$ cat config.mk
export PLATFORM = sky130hd
export DESIGN_NAME = gpio_serial_loader
export DESIGN_NICKNAME = d
export VERILOG_FILES = /design/src/rtl/gpio_serial_loader.sv
export SDC_FILE = /design/constraint.sdc
export NUM_CORES = 1
export LEC_CHECK = 0
export CORE_MARGIN = 2
export CORE_UTILIZATION = 44
export CTS_BUF_LIST = sky130_fd_sc_hd__clkbuf_8
export DETAILED_ROUTE_END_ITERATION = 6
export PLACE_DENSITY = 0.71
export SYNTH_ARGS = -nofsm -noshare
export SYNTH_HDL_FRONTEND = slang
export SYNTH_SLANG_ARGS = --single-unit
$ cat constraint.sdc
create_clock -name wb_clk_i -period 3 [get_ports wb_clk_i]
set_input_delay 0.6 -clock wb_clk_i [delete_from_list [all_inputs] [get_ports wb_clk_i]]
set_output_delay 0.6 -clock wb_clk_i [all_outputs]
set_load 0.01 [all_outputs]
$ cat src/rtl/gpio_serial_loader.sv
// Serial loader for the GPIO pad-configuration chain: reads one config word per
// GPIO, shifts all words out MSB first (farthest block first), then strobes load.
module gpio_serial_loader #(
   parameter int NUM_IO        = 19,
   parameter int PAD_CTRL_BITS = 13,
   parameter int CLK_DIV       = 4
) (
   input  logic                      wb_clk_i,
   input  logic                      wb_rst_i,
   input  logic                      start,
   output logic                      busy,
   output logic                      done,
   output logic                      cfg_rd_en,
   output logic [$clog2(NUM_IO)-1:0] cfg_rd_addr,
   input  logic [PAD_CTRL_BITS-1:0]  cfg_rd_data,
   output logic                      serial_clock,
   output logic                      serial_data,
   output logic                      serial_load,
   output logic                      serial_resetn
);

   localparam int AW = $clog2(NUM_IO);
   localparam int BW = $clog2(PAD_CTRL_BITS);
   localparam logic [7:0]    DIV_LOAD = 8'(CLK_DIV - 1);
   localparam logic [AW-1:0] LAST_IO  = AW'(NUM_IO - 1);
   localparam logic [BW-1:0] LAST_BIT = BW'(PAD_CTRL_BITS - 1);

   typedef enum logic [2:0] {
      IDLE,
      FETCH,
      CAPTURE,
      SHIFT_LO,
      SHIFT_HI,
      LOAD_SETUP,
      LOAD_HI,
      DONE
   } state_t;

   state_t                   state;
   logic [AW-1:0]            word_idx;
   logic [BW-1:0]            bit_cnt;
   logic [7:0]               div_cnt;
   logic [PAD_CTRL_BITS-1:0] shift_word;
   logic                     div_end;

   assign div_end = (div_cnt == 8'd0);

   always_ff @(posedge wb_clk_i) begin
      if (wb_rst_i) begin
         state         <= IDLE;
         word_idx      <= '0;
         bit_cnt       <= '0;
         div_cnt       <= '0;
         shift_word    <= '0;
         busy          <= 1'b0;
         done          <= 1'b0;
         cfg_rd_en     <= 1'b0;
         cfg_rd_addr   <= '0;
         serial_clock  <= 1'b0;
         serial_data   <= 1'b0;
         serial_load   <= 1'b0;
         serial_resetn <= 1'b0;
      end else begin
         serial_resetn <= 1'b1;
         case (state)
            IDLE: begin
               done <= 1'b0;
               if (start) begin
                  state       <= FETCH;
                  busy        <= 1'b1;
                  word_idx    <= LAST_IO;
                  cfg_rd_en   <= 1'b1;
                  cfg_rd_addr <= LAST_IO;
               end
            end
            FETCH: begin
               cfg_rd_en <= 1'b0;
               state     <= CAPTURE;
            end
            CAPTURE: begin
               shift_word  <= cfg_rd_data;
               bit_cnt     <= LAST_BIT;
               serial_data <= cfg_rd_data[PAD_CTRL_BITS-1];
               div_cnt     <= DIV_LOAD;
               state       <= SHIFT_LO;
            end
            SHIFT_LO: begin
               if (div_end) begin
                  serial_clock <= 1'b1;
                  div_cnt      <= DIV_LOAD;
                  state        <= SHIFT_HI;
               end else begin
                  div_cnt <= div_cnt - 8'd1;
               end
            end
            SHIFT_HI: begin
               if (div_end) begin
                  // data only moves on the edge where the clock falls
                  serial_clock <= 1'b0;
                  div_cnt      <= DIV_LOAD;
                  if (bit_cnt != '0) begin
                     bit_cnt     <= bit_cnt - BW'(1);
                     serial_data <= shift_word[bit_cnt - BW'(1)];
                     state       <= SHIFT_LO;
                  end else if (word_idx != '0) begin
                     word_idx    <= word_idx - AW'(1);
                     cfg_rd_en   <= 1'b1;
                     cfg_rd_addr <= word_idx - AW'(1);
                     state       <= FETCH;
                  end else begin
                     serial_data <= 1'b0;
                     state       <= LOAD_SETUP;
                  end
               end else begin
                  div_cnt <= div_cnt - 8'd1;
               end
            end
            LOAD_SETUP: begin
               if (div_end) begin
                  serial_load <= 1'b1;
                  div_cnt     <= DIV_LOAD;
                  state       <= LOAD_HI;
               end else begin
                  div_cnt <= div_cnt - 8'd1;
               end
            end
            LOAD_HI: begin
               if (div_end) begin
                  serial_load <= 1'b0;
                  done        <= 1'b1;
                  state       <= DONE;
               end else begin
                  div_cnt <= div_cnt - 8'd1;
               end
            end
            DONE: begin
               done  <= 1'b0;
               busy  <= 1'b0;
               state <= IDLE;
            end
            default: state <= IDLE;
         endcase
      end
   end

endmodule

==> results of run 1 <==
power groups by stage:
| stage | logic (W) | clock network, W | registers (W) |
|---|---|---|---|
| 2_1_floorplan | 0.000426 | 0 | 0.000683 |
| 3_3_place_gp | 0.000575 | 0 | 0.000699 |
| 3_5_place_dp | 0.000578 | 0 | 0.000699 |
| 4_1_cts | 0.000580 | 0.000621 | 0.000689 |
| 5_1_grt | 0.000640 | 0.000646 | 0.000702 |
| 6_report | 0.000581 | 0.000615 | 0.000690 |
flip-flops by register name, summed over array words and instances (netlist names):
register	cells
busy	1
cfg_rd_en	1
state	3
serial_data	1
done	1
shift_word	13
div_cnt	8
bit_cnt	4
serial_clock	1
word_idx	5
serial_load	1
serial_resetn	1
cell type report:
type                    instances  area [µm²]  share of cell area
flip-flops and latches         40       800.8              0.3108
clock buffers                   5       68.82             0.02671
repair buffers                 32       307.8              0.1195
multi-input cells             195        1207              0.4687
inverters                       9       33.78             0.01311
well taps                      54       67.56             0.02623
clock inverters                 3       90.09             0.03497
layer usage:
layer / vias up / part of all wire / track usage
li1: 984 / - / -
met2: 44 / 0.44 / 0.2823
met5: - / 0 / 0
met1: 900 / 0.51 / 0.2641
met4: 0 / 0.014 / 0.05455
met3: 6 / 0.042 / 0.03704
worst max-delay path, cell delays in order, from the launching register on:
cell and delay (ns):
dfxtp_1 0.40, inv_1 0.17, ha_1 0.18, or3b_4 0.41
a2111o_1 0.48, a211oi_4 0.31, a21oi_1 0.11, a31o_2 0.21
kinds of logic after synthesis:
family,Yosys count,share of synthesized area
AND/OR/NAND/NOR,109,0.2564
AO/OA/AOI/OAI,66,0.2109
flip-flops,40,0.3780
buffers and inverters,24,0.05198
XOR/XNOR,8,0.03307
multiplexers,6,0.03426
adder cells (fa/ha/maj),6,0.03544
path summary, 6_finish.rpt:
check | start | end | slack [ns]
worst min-delay path | shift_word[3] | shift_word[3] | 0.46
worst min register to register | shift_word[3] | shift_word[3] | 0.46
worst max register to register | bit_cnt[0] | word_idx[2] | 0.61
worst max-delay path | bit_cnt[0] | word_idx[2] | 0.61
cells in the final DEF, fill, tap and decap left out, types with 2 or more instances in the layout:
master / synthesis / layout
nor4_1: 3 / 3
o21ai_0: 7 / 7
xor2_1: 4 / 4
nor2_1: 23 / 23
and2_1: 2 / 2
mux2i_1: 5 / 5
xnor2_1: 4 / 4
nor3b_1: 3 / 3
nand4_1: 5 / 5
ha_1: 6 / 6
nor4b_1: 3 / 3
or3_1: 2 / 2
a311oi_1: 3 / 3
dfxtp_1: 40 / 40
inv_1: 9 / 9
a221oi_1: 2 / 2
nor3_1: 14 / 14
o221a_2: 2 / 2
nand3_1: 3 / 3
o211ai_1: 3 / 3
clkdlybuf4s50_1: 0 / 27
a31oi_1: 5 / 5
clkbuf_8: 1 / 5
buf_4: 0 / 5
nand2_1: 39 / 39
a21oi_1: 29 / 29
bufinv_16: 0 / 3
o31a_1: 2 / 2
metrics by stage:
step,area (µm²),utilization,worst slack [ns],hold WS (ns)
detailed placement,2417,0.5152,0.6054,0.4471
global placement,2417,0.5152,0.6286,0.4403
floorplan,2118,-,0.7144,0.4331
CTS,2576,0.5491,0.6144,0.4586
finish,2576,0.5491,0.6072,0.4584
global route,2576,0.5491,0.4491,0.4827
==> summary.md, run 1 <==
| Metric | Value |
|---|---|
| Run status | `finished, final reports clean` |
| Synthesized instance count | `259` |
| First-pass GRT wire length | `between 7000 and 8000 µm` |
| Req. time, crit path | `3.19 ns` |
| DPL Wire Length | `between 3000 and 4000 µm` |
| CTS root buf | `clkbuf_8` |
| HP Class | `flop to flop` |
| Fin cells | `about 340` |
| Slew HR | `0.5447` |
| Switching share of total power | `0.3285` |
| Count of final hold-check violations | `0` |
| CTS tree | `built` |
| Synth top area cells | `dfxtp_1 (38%), nand2_1 (6.9%), a21oi_1 (6.9%)` |
| Post-Synthesis Cell Area | `2118 µm²` |
| Post-route setup TNS | `0 ns` |
| Clock network fraction of total power | `0.326` |
| Post-DR vias/cell | `around 5.7` |
| DRC viols | `0` |
| Syn_area_per_cell | `around 8.2 µm²` |
| Post-CTS Setup Inserts | `0` |
| Internal | `0.001266 W` |
| # port buffers | `27` |
| Gates resized, CTS repair | `0` |
| Fill count | `between 400 and 500` |
| Global route total overflow | `0` |
| Setup Crit Path Kind | `flop to flop` |
| Drt first pass iters | `4` |
| Area delta synth->final | `21.62%` |
| Skew final | `between 0.006 and 0.007 ns` |
| Starting Density | `0.4515` |
| Site row count | `25` |
| Final layout net count | `just over 300` |
| Final count of negative-setup-slack endpoints | `0` |
| Post-detailed-route count of antenna-violating nets | `0` |
| Max-cap violations | `0` |
| Worst hold path cell count | `2` |
| Minimum clock period after layout | `between 2 and 2.5 ns` |
| RSZ-0062 raised after global routing | `no` |
| Pin count of the biggest net entering global routing | `32` |
| Clk_lat worst skew | `approximately 0.30 ns` |
| Horiz. Die Dim | `73.39 µm` |
| List of most frequent post-synthesis cells | `dfxtp_1 (40), nand2_1 (39), a21oi_1 (29)` |
| Post-synth EDFFs | `0` |
| #FFs+latches synth | `40` |
| Synth area leader | `dfxtp_1` |
| Vias | `1934` |
| H-tree lvl count | `2` |
| Crit path arrival time | `roughly 2.6 ns` |
| Yosys warns | `0` |
| CORE AREA | `around 4700 µm²` |
| Dpl cells | `330` |
| Hold_buf cts | `0` |
| Gpl congestion | `0.8209` |
| # diodes | `0` |
| Critical Path Source Type | `flop` |
| Peak VDD IR | `418.5 µV` |
| Crit end category | `flop` |
| Initial antenna violation count | `0` |
| Num CTS Buffers | `5` |
| Leak | `0.8912 nW` |
| Combinational Power Share | `0.308` |
| Worst R2R Path Depth | `7` |
| Wirelength per Cell | `approximately 14 µm` |
| P_sw | `0.0006196 W` |
| Top Ports | `28` |
| Power per standard cell area | `roughly 730 nW/µm²` |
| Layout cells sized above 1 | `0.09155` |
| Yosys top cell area share | `0.3780` |
| Achievable Freq | `around 420 MHz` |
| Tot Pwr | `0.001886 W` |
| Register area share after synthesis | `0.3780` |
| Routed Wire Length | `between 4000 and 5000 µm` |
| Count leader, synth | `dfxtp_1` |
| Max Fanout on Critical Path | `8` |
| Sequential power share | `0.366` |
| Measured slew at the worst slew-check pin | `just under 0.7 ns` |
| Gr usage total | `0.1848` |
| Slew Limit Fails | `0` |
| 1st-iter DRT viols | `65` |
| CTS Sinks | `40` |
| Deepest clock path buffer count | `2` |
| Die height | `73.39 µm` |
| Synth Flop Type | `dfxtp_1` |
| Tcrit/Tclk final | `0.7976` |
| Yosys cell types | `54` |
| Number of global-route vias before repair | `about 1700` |
| Post-synthesis async set-or-reset flop share | `0` |
| Syn nets | `~280` |
| Die area | `between 5000 and 6000 µm²` |
| Clock slew at reported path FFs | `approximately 0.080 ns` |
Note: power is estimated with default switching activity, not from simulation.
==> run 2: changes to the inputs <==
==> constraint.sdc (replaced) <==
create_clock -name wb_clk_i -period 2.26 [get_ports wb_clk_i]
set_input_delay 0.452 -clock wb_clk_i [delete_from_list [all_inputs] [get_ports wb_clk_i]]
set_output_delay 0.452 -clock wb_clk_i [all_outputs]
set_load 0.01 [all_outputs]
==> summary.md, run 2 (same netlist as run 1, synthesis figures left out) <==
| Metric | Value |
|---|---|
| Run status | `finished, final reports clean (unchanged)` |
| Deepest clock path buffer count | `2 (unchanged)` |
| Clock slew at reported path FFs | `0.08 ns (about the same)` |
| CORE AREA | `4692 µm² (unchanged)` |
| Minimum clock period after layout | `2.187 ns (was 2.393 ns)` |
| Crit end category | `flop (unchanged)` |
| H-tree lvl count | `2 (unchanged)` |
| Slew Limit Fails | `0 (unchanged)` |
| Largest regs | `shift_word (13), div_cnt (8), word_idx (5) (unchanged)` |
| Skew final | `0.01173 ns (was 0.006640 ns)` |
| Commonest non-fill, non-tap cell in the layout | `dfxtp_1 (unchanged)` |
| Die height | `73.39 µm (unchanged)` |
| Max-cap violations | `0 (unchanged)` |
| Crit path arrival time | `2.37 ns (was 2.58 ns)` |
| Post-route setup TNS | `0 ns (unchanged)` |
| Fill count | `451 (was 444)` |
| DPL Wire Length | `3529 µm (was 3269 µm)` |
| Count of final hold-check violations | `0 (unchanged)` |
| Hold slack | `0.4578 ns (was 0.4584 ns)` |
| Power per standard cell area | `932.5 nW/µm² (was 732.1 nW/µm²)` |
| Global route total overflow | `0 (unchanged)` |
| RSZ-0062 raised after global routing | `no (unchanged)` |
| CTS root buf | `clkbuf_8 (unchanged)` |
| Routed Wire Length | `4891 µm (was 4708 µm)` |
| Initial antenna violation count | `0 (unchanged)` |
| Pin count of the biggest net entering global routing | `25 (was 32)` |
| Hold_buf cts | `0 (unchanged)` |
| Setup Crit Path Kind | `flop to flop (unchanged)` |
| Top Ports | `28 (unchanged)` |
| Num CTS Buffers | `5 (unchanged)` |
| 1st-iter DRT viols | `95 (was 65)` |
| Layout cells sized above 1 | `0.1472 (was 0.09155)` |
| Fin cells | `353 (was 338)` |
| Peak VDD IR | `493.3 µV (was 418.5 µV)` |
| Critical Path Source Type | `flop (unchanged)` |
| Final layout net count | `321 (was 305)` |
| Req. time, crit path | `2.44 ns (was 3.19 ns)` |
| Drt first pass iters | `4 (unchanged)` |
| # port buffers | `27 (unchanged)` |
| Most frequent cells in the layout | `dfxtp_1 (40), nand2_1 (39), a21oi_1 (28) (was dfxtp_1 (40), nand2_1 (39), a21oi_1 (29))` |
| Gpl congestion | `0.8504 (was 0.8209)` |
| Vias | `1998 (was 1934)` |
| Number of global-route vias before repair | `1752 (was 1727)` |
| Placement Cell Area | `2530 µm² (was 2417 µm²)` |
| Achievable Freq | `457.2 MHz (was 417.9 MHz)` |
| CTS tree | `built (unchanged)` |
| Tcrit/Tclk final | `0.9677 (was 0.7976)` |
| First-pass GRT wire length | `8128 µm (was 7935 µm)` |
| Number of flip-flops in the largest register | `13 (unchanged)` |
| Site row count | `25 (unchanged)` |
| Max Fanout on Critical Path | `7 (was 8)` |
| Design Area, Final | `2685 µm² (was 2576 µm²)` |
| Horiz. Die Dim | `73.39 µm (unchanged)` |
| # diodes | `0 (unchanged)` |
| Most flops, register | `shift_word (unchanged)` |
| Post-detailed-route count of antenna-violating nets | `0 (unchanged)` |
| DRC viols | `0 (unchanged)` |
| Final count of negative-setup-slack endpoints | `0 (unchanged)` |
| Area delta synth->final | `26.76% (was 21.62%)` |
| Leak | `0.9549 nW (was 0.8912 nW)` |
| Die area | `5385 µm² (unchanged)` |
| HP Class | `flop to flop (unchanged)` |
| Starting Density | `0.4515 (unchanged)` |
| Tot Pwr | `0.002504 W (was 0.001886 W)` |
| Wirelength per Cell | `13.86 µm (was 13.93 µm)` |
| CTS Sinks | `40 (unchanged)` |
| Slew HR | `0.5181 (was 0.5447)` |
| Dpl cells | `345 (was 330)` |
| Clk_lat worst skew | `0.30 ns (about the same)` |
| Post-DR vias/cell | `5.660 (was 5.722)` |
| Gr usage total | `0.1919 (was 0.1848)` |
| Measured slew at the worst slew-check pin | `0.7224 ns (was 0.6825 ns)` |
## run 2: cell types whose count changed in the layout (fill, tap and decap cells not counted), sizes merged
cell,before,now
buf,5,21
bufinv,3,2
## run 2: report_power, final
group          switching [W]  total, W  internal, W
Sequential          0.000103  0.000904     0.000801
Clock               0.000245  0.000680     0.000435
Combinational       0.000497  0.000920     0.000423
## run 2: final timing paths
path	from	to	slack (ns)	cells after the start
max	bit_cnt[1]	word_idx[2]	0.07	7
min	shift_word[5]	shift_word[5]	0.46	2
max reg2reg	bit_cnt[1]	word_idx[2]	0.07	7
min reg2reg	shift_word[5]	shift_word[5]	0.46	2
## run 2: what timing repair did
item                                    CTS  global route
resized for setup                         0             3
setup buffers                             0             1
endpoints found under the setup margin    0             5
## run 2: worst max-delay path, stage by stage, from the launching register on
cell	delay (ns)
dfxtp_1	0.32
inv_1	0.08
ha_1	0.18
or3b_4	0.41
a2111o_1	0.43
a211oi_4	0.32
a21oi_1	0.12
a31o_2	0.22
## run 2: routing by layer
| metal | global-route usage | vias to the layer above | wire, µm |
|---|---|---|---|
| li1 | - | 1013 | - |
| met1 | 0.2777 | 932 | 2430 |
| met2 | 0.2893 | 47 | 2177 |
| met3 | 0.03841 | 6 | 215 |
| met4 | 0.05657 | 0 | 67 |
| met5 | 0 | - | 0 |
## run 2: area by class of cell
class	instances	area, µm²	area share
multi-input combinational	195	1226	0.4567
sequential	40	800.8	0.2982
timing repair buffer	48	427.9	0.1594
clock buffer	5	68.82	0.02563
tap	54	67.56	0.02516
clock inverter	2	60.06	0.02237
inverter	9	33.78	0.01258
## run 2: metrics by stage
step,utilization,setup slack (ns)
after global routing,0.5723,0.008624
final,0.5723,0.07293
after CTS,0.5667,0.02111
after detailed placement,0.5392,0.03392
after global placement,0.5392,0.06043
after floorplan,-,0.00007794
==> run 3: changes to the inputs <==
--- a/config.mk
+++ b/config.mk
@@ -10,6 +10,8 @@
 export CTS_BUF_LIST = sky130_fd_sc_hd__clkbuf_8
 export DETAILED_ROUTE_END_ITERATION = 6
 export PLACE_DENSITY = 0.71
+export SETUP_SLACK_MARGIN = 0.15
 export SYNTH_ARGS = -nofsm -noshare
 export SYNTH_HDL_FRONTEND = slang
 export SYNTH_SLANG_ARGS = --single-unit
+export TNS_END_PERCENT = 50
==> summary.md, run 3 (same netlist as run 1, synthesis figures left out) <==
| Metric | Value |
|---|---|
| Run status | `finished, final reports clean (unchanged)` |
| Wirelength per Cell | `14.08 µm (was 13.86 µm)` |
| Deepest clock path buffer count | `2 (unchanged)` |
| Vias | `2016 (was 1998)` |
| Final count of negative-setup-slack endpoints | `0 (unchanged)` |
| Slew HR | `0.5542 (was 0.5181)` |
| Dpl cells | `342 (was 345)` |
| Clock slew at reported path FFs | `0.08 ns (about the same)` |
| Hold_buf cts | `0 (unchanged)` |
| Max Fanout on Critical Path | `7 (unchanged)` |
| Achievable Freq | `461.2 MHz (was 457.2 MHz)` |
| 1st-iter DRT viols | `89 (was 95)` |
| CTS Sinks | `40 (unchanged)` |
| Number of flip-flops in the largest register | `13 (unchanged)` |
| DPL Wire Length | `3484 µm (was 3529 µm)` |
| Horiz. Die Dim | `73.39 µm (unchanged)` |
| Area delta synth->final | `26.82% (was 26.76%)` |
| # diodes | `0 (unchanged)` |
| Sequential power share | `0.370 (was 0.361)` |
| Worst r2r src | `bit_cnt[1] (unchanged)` |
| Setup Crit Path Kind | `flop to flop (unchanged)` |
| Crit end category | `flop (unchanged)` |
| Power per standard cell area | `902.2 nW/µm² (was 932.5 nW/µm²)` |
| Global route total overflow | `0 (unchanged)` |
| Count of final hold-check violations | `0 (unchanged)` |
| Leak | `0.9465 nW (was 0.9549 nW)` |
| Largest regs | `shift_word (13), div_cnt (8), word_idx (5) (unchanged)` |
| Req. time, crit path | `2.45 ns (was 2.44 ns)` |
| Fin cells | `353 (unchanged)` |
| Tcrit/Tclk final | `0.9594 (was 0.9677)` |
| Hold path startpoint | `shift_word[11] (was shift_word[5])` |
| Worst R2R Path Depth | `7 (unchanged)` |
| Final layout net count | `320 (was 321)` |
| Number of global-route vias before repair | `1830 (was 1752)` |
| Slew Limit Fails | `0 (unchanged)` |
| Combinational Power Share | `0.388 (was 0.367)` |
| # port buffers | `27 (unchanged)` |
| Tot Pwr | `0.002424 W (was 0.002504 W)` |
| Clk_lat worst skew | `0.29 ns (was 0.30 ns)` |
| H-tree lvl count | `2 (unchanged)` |
| Critical Path Start | `bit_cnt[1] (unchanged)` |
| Crit path arrival time | `2.36 ns (was 2.37 ns)` |
| P_sw | `0.0008685 W (was 0.0008451 W)` |
| CORE AREA | `4692 µm² (unchanged)` |
| Measured slew at the worst slew-check pin | `0.6684 ns (was 0.7224 ns)` |
| Max-cap violations | `0 (unchanged)` |
| Initial antenna violation count | `0 (unchanged)` |
| Post-DR vias/cell | `5.711 (was 5.660)` |
| CP max-delay cell | `a2111o_1 (unchanged)` |
| Gr usage total | `0.1969 (was 0.1919)` |
| Crit path depth | `7 (unchanged)` |
| Minimum clock period after layout | `2.168 ns (was 2.187 ns)` |
| Starting Density | `0.4515 (unchanged)` |
| DRC viols | `0 (unchanged)` |
| Skew final | `0.006352 ns (was 0.01173 ns)` |
| Layout cells sized above 1 | `0.1639 (was 0.1472)` |
| Worst hold path cell count | `2 (unchanged)` |
| Peak VDD IR | `496.3 µV (was 493.3 µV)` |
| Die height | `73.39 µm (unchanged)` |
| Pin count of the biggest net entering global routing | `26 (was 25)` |
| Most flops, register | `shift_word (unchanged)` |
| Design Area, Final | `2686 µm² (was 2685 µm²)` |
| CTS tree | `built (unchanged)` |
| Commonest non-fill, non-tap cell in the layout | `nand2_1 (was dfxtp_1)` |
| Site row count | `25 (unchanged)` |
| Die area | `5385 µm² (unchanged)` |
| Post-detailed-route count of antenna-violating nets | `0 (unchanged)` |
| Num CTS Buffers | `5 (unchanged)` |
| Crit-path leading delay family | `compound AO/OA/AOI/OAI gates (unchanged)` |
| First-pass GRT wire length | `8431 µm (was 8128 µm)` |
| RR Endpoint | `word_idx[2] (unchanged)` |
| Critical path's largest stage delay | `0.43 ns (about the same)` |
| CP bufs+invs | `1 (unchanged)` |
| Top Ports | `28 (unchanged)` |
| Gpl congestion | `0.8462 (was 0.8504)` |
| Most frequent cells in the layout | `nand2_1 (39), dfxtp_1 (38), a21oi_1 (28) (was dfxtp_1 (40), nand2_1 (39), a21oi_1 (28))` |
| Switching share of total power | `0.3584 (was 0.3375)` |
| Drt first pass iters | `4 (unchanged)` |
| HP Class | `flop to flop (unchanged)` |
| Routed Wire Length | `4970 µm (was 4891 µm)` |
| Flop2flop setup slack | `0.09 ns (was 0.07 ns)` |
| Internal | `0.001555 W (was 0.001659 W)` |
| Critical Path Source Type | `flop (unchanged)` |
| CTS root buf | `clkbuf_8 (unchanged)` |
| Post-route setup TNS | `0 ns (unchanged)` |
| Placement Cell Area | `2525 µm² (was 2530 µm²)` |
| RSZ-0062 raised after global routing | `yes (was no)` |
| Critical path cell sequence | `inv_2, ha_4, or3b_4, a2111o_1, a211oi_4, a21oi_1, a31o_2 (was inv_1, ha_1, or3b_4, a2111o_1, a211oi_4, a21oi_1, a31o_2)` |
| Clock network fraction of total power | `0.242 (was 0.272)` |
| Hold EP | `shift_word[11] (was shift_word[5])` |
[run 3: layout make-up]
cell class              instances  area [µm²]
fillers                       444        2006
multi-input cells             195        1245
flip-flops and latches         40       803.3
repair buffers                 47       420.4
clock buffers                   5       68.82
well taps                      54       67.56
clock inverters                 3       42.54
inverters                       9       38.79
[run 3: repair_timing]
action                                  in CTS  in global routing
setup buffers                                2                  1
gates cloned                                 0                  0
gates resized for setup                      3                  4
endpoints found under the setup margin       6                  8
pin swaps                                    4                  5
[run 3: power by group through the flow]
| stage | clock network [W] | logic, W | registers (W) |
|---|---|---|---|
| 2_1_floorplan | 0 | 0.000568 | 0.000906 |
| 3_3_place_gp | 0 | 0.000870 | 0.000908 |
| 3_5_place_dp | 0 | 0.000884 | 0.000909 |
| 4_1_cts | 0.000595 | 0.000897 | 0.000893 |
| 5_1_grt | 0.000633 | 0.00104 | 0.000911 |
| 6_report | 0.000586 | 0.000940 | 0.000897 |
[run 3: routing by layer]
metal  share of wire  global-route usage  vias up
li1                -                   -     1016
met1            0.48              0.2776      947
met2            0.47              0.2993       46
met3           0.036             0.03704        7
met4           0.018             0.07273        0
met5               0                   0        -
[run 3: worst max-delay path by stage]
stage,end
floorplan,word_idx[2]
global placement,word_idx[2]
detailed placement,word_idx[2]
CTS,word_idx[4]
global route,word_idx[2]
finish,word_idx[2]
[run 3: through the flow]
stage	utilization	hold WS, ns	setup slack, ns
2_1_floorplan	-	0.4331	0.1034
3_3_place_gp	0.5381	0.4417	0.04783
3_5_place_dp	0.5381	0.4473	0.04164
4_1_cts	0.5656	0.4588	0.1067
5_1_grt	0.5725	0.4876	0.03459
6_report	0.5725	0.4575	0.09179
[run 3: worst register-to-register path, cell delays in order (launching register included)]
cell      delay, ns
dfxtp_2        0.34
inv_2          0.07
ha_4           0.11
or3b_4         0.40
a2111o_1       0.43
a211oi_4       0.39
a21oi_1        0.11
a31o_2         0.22
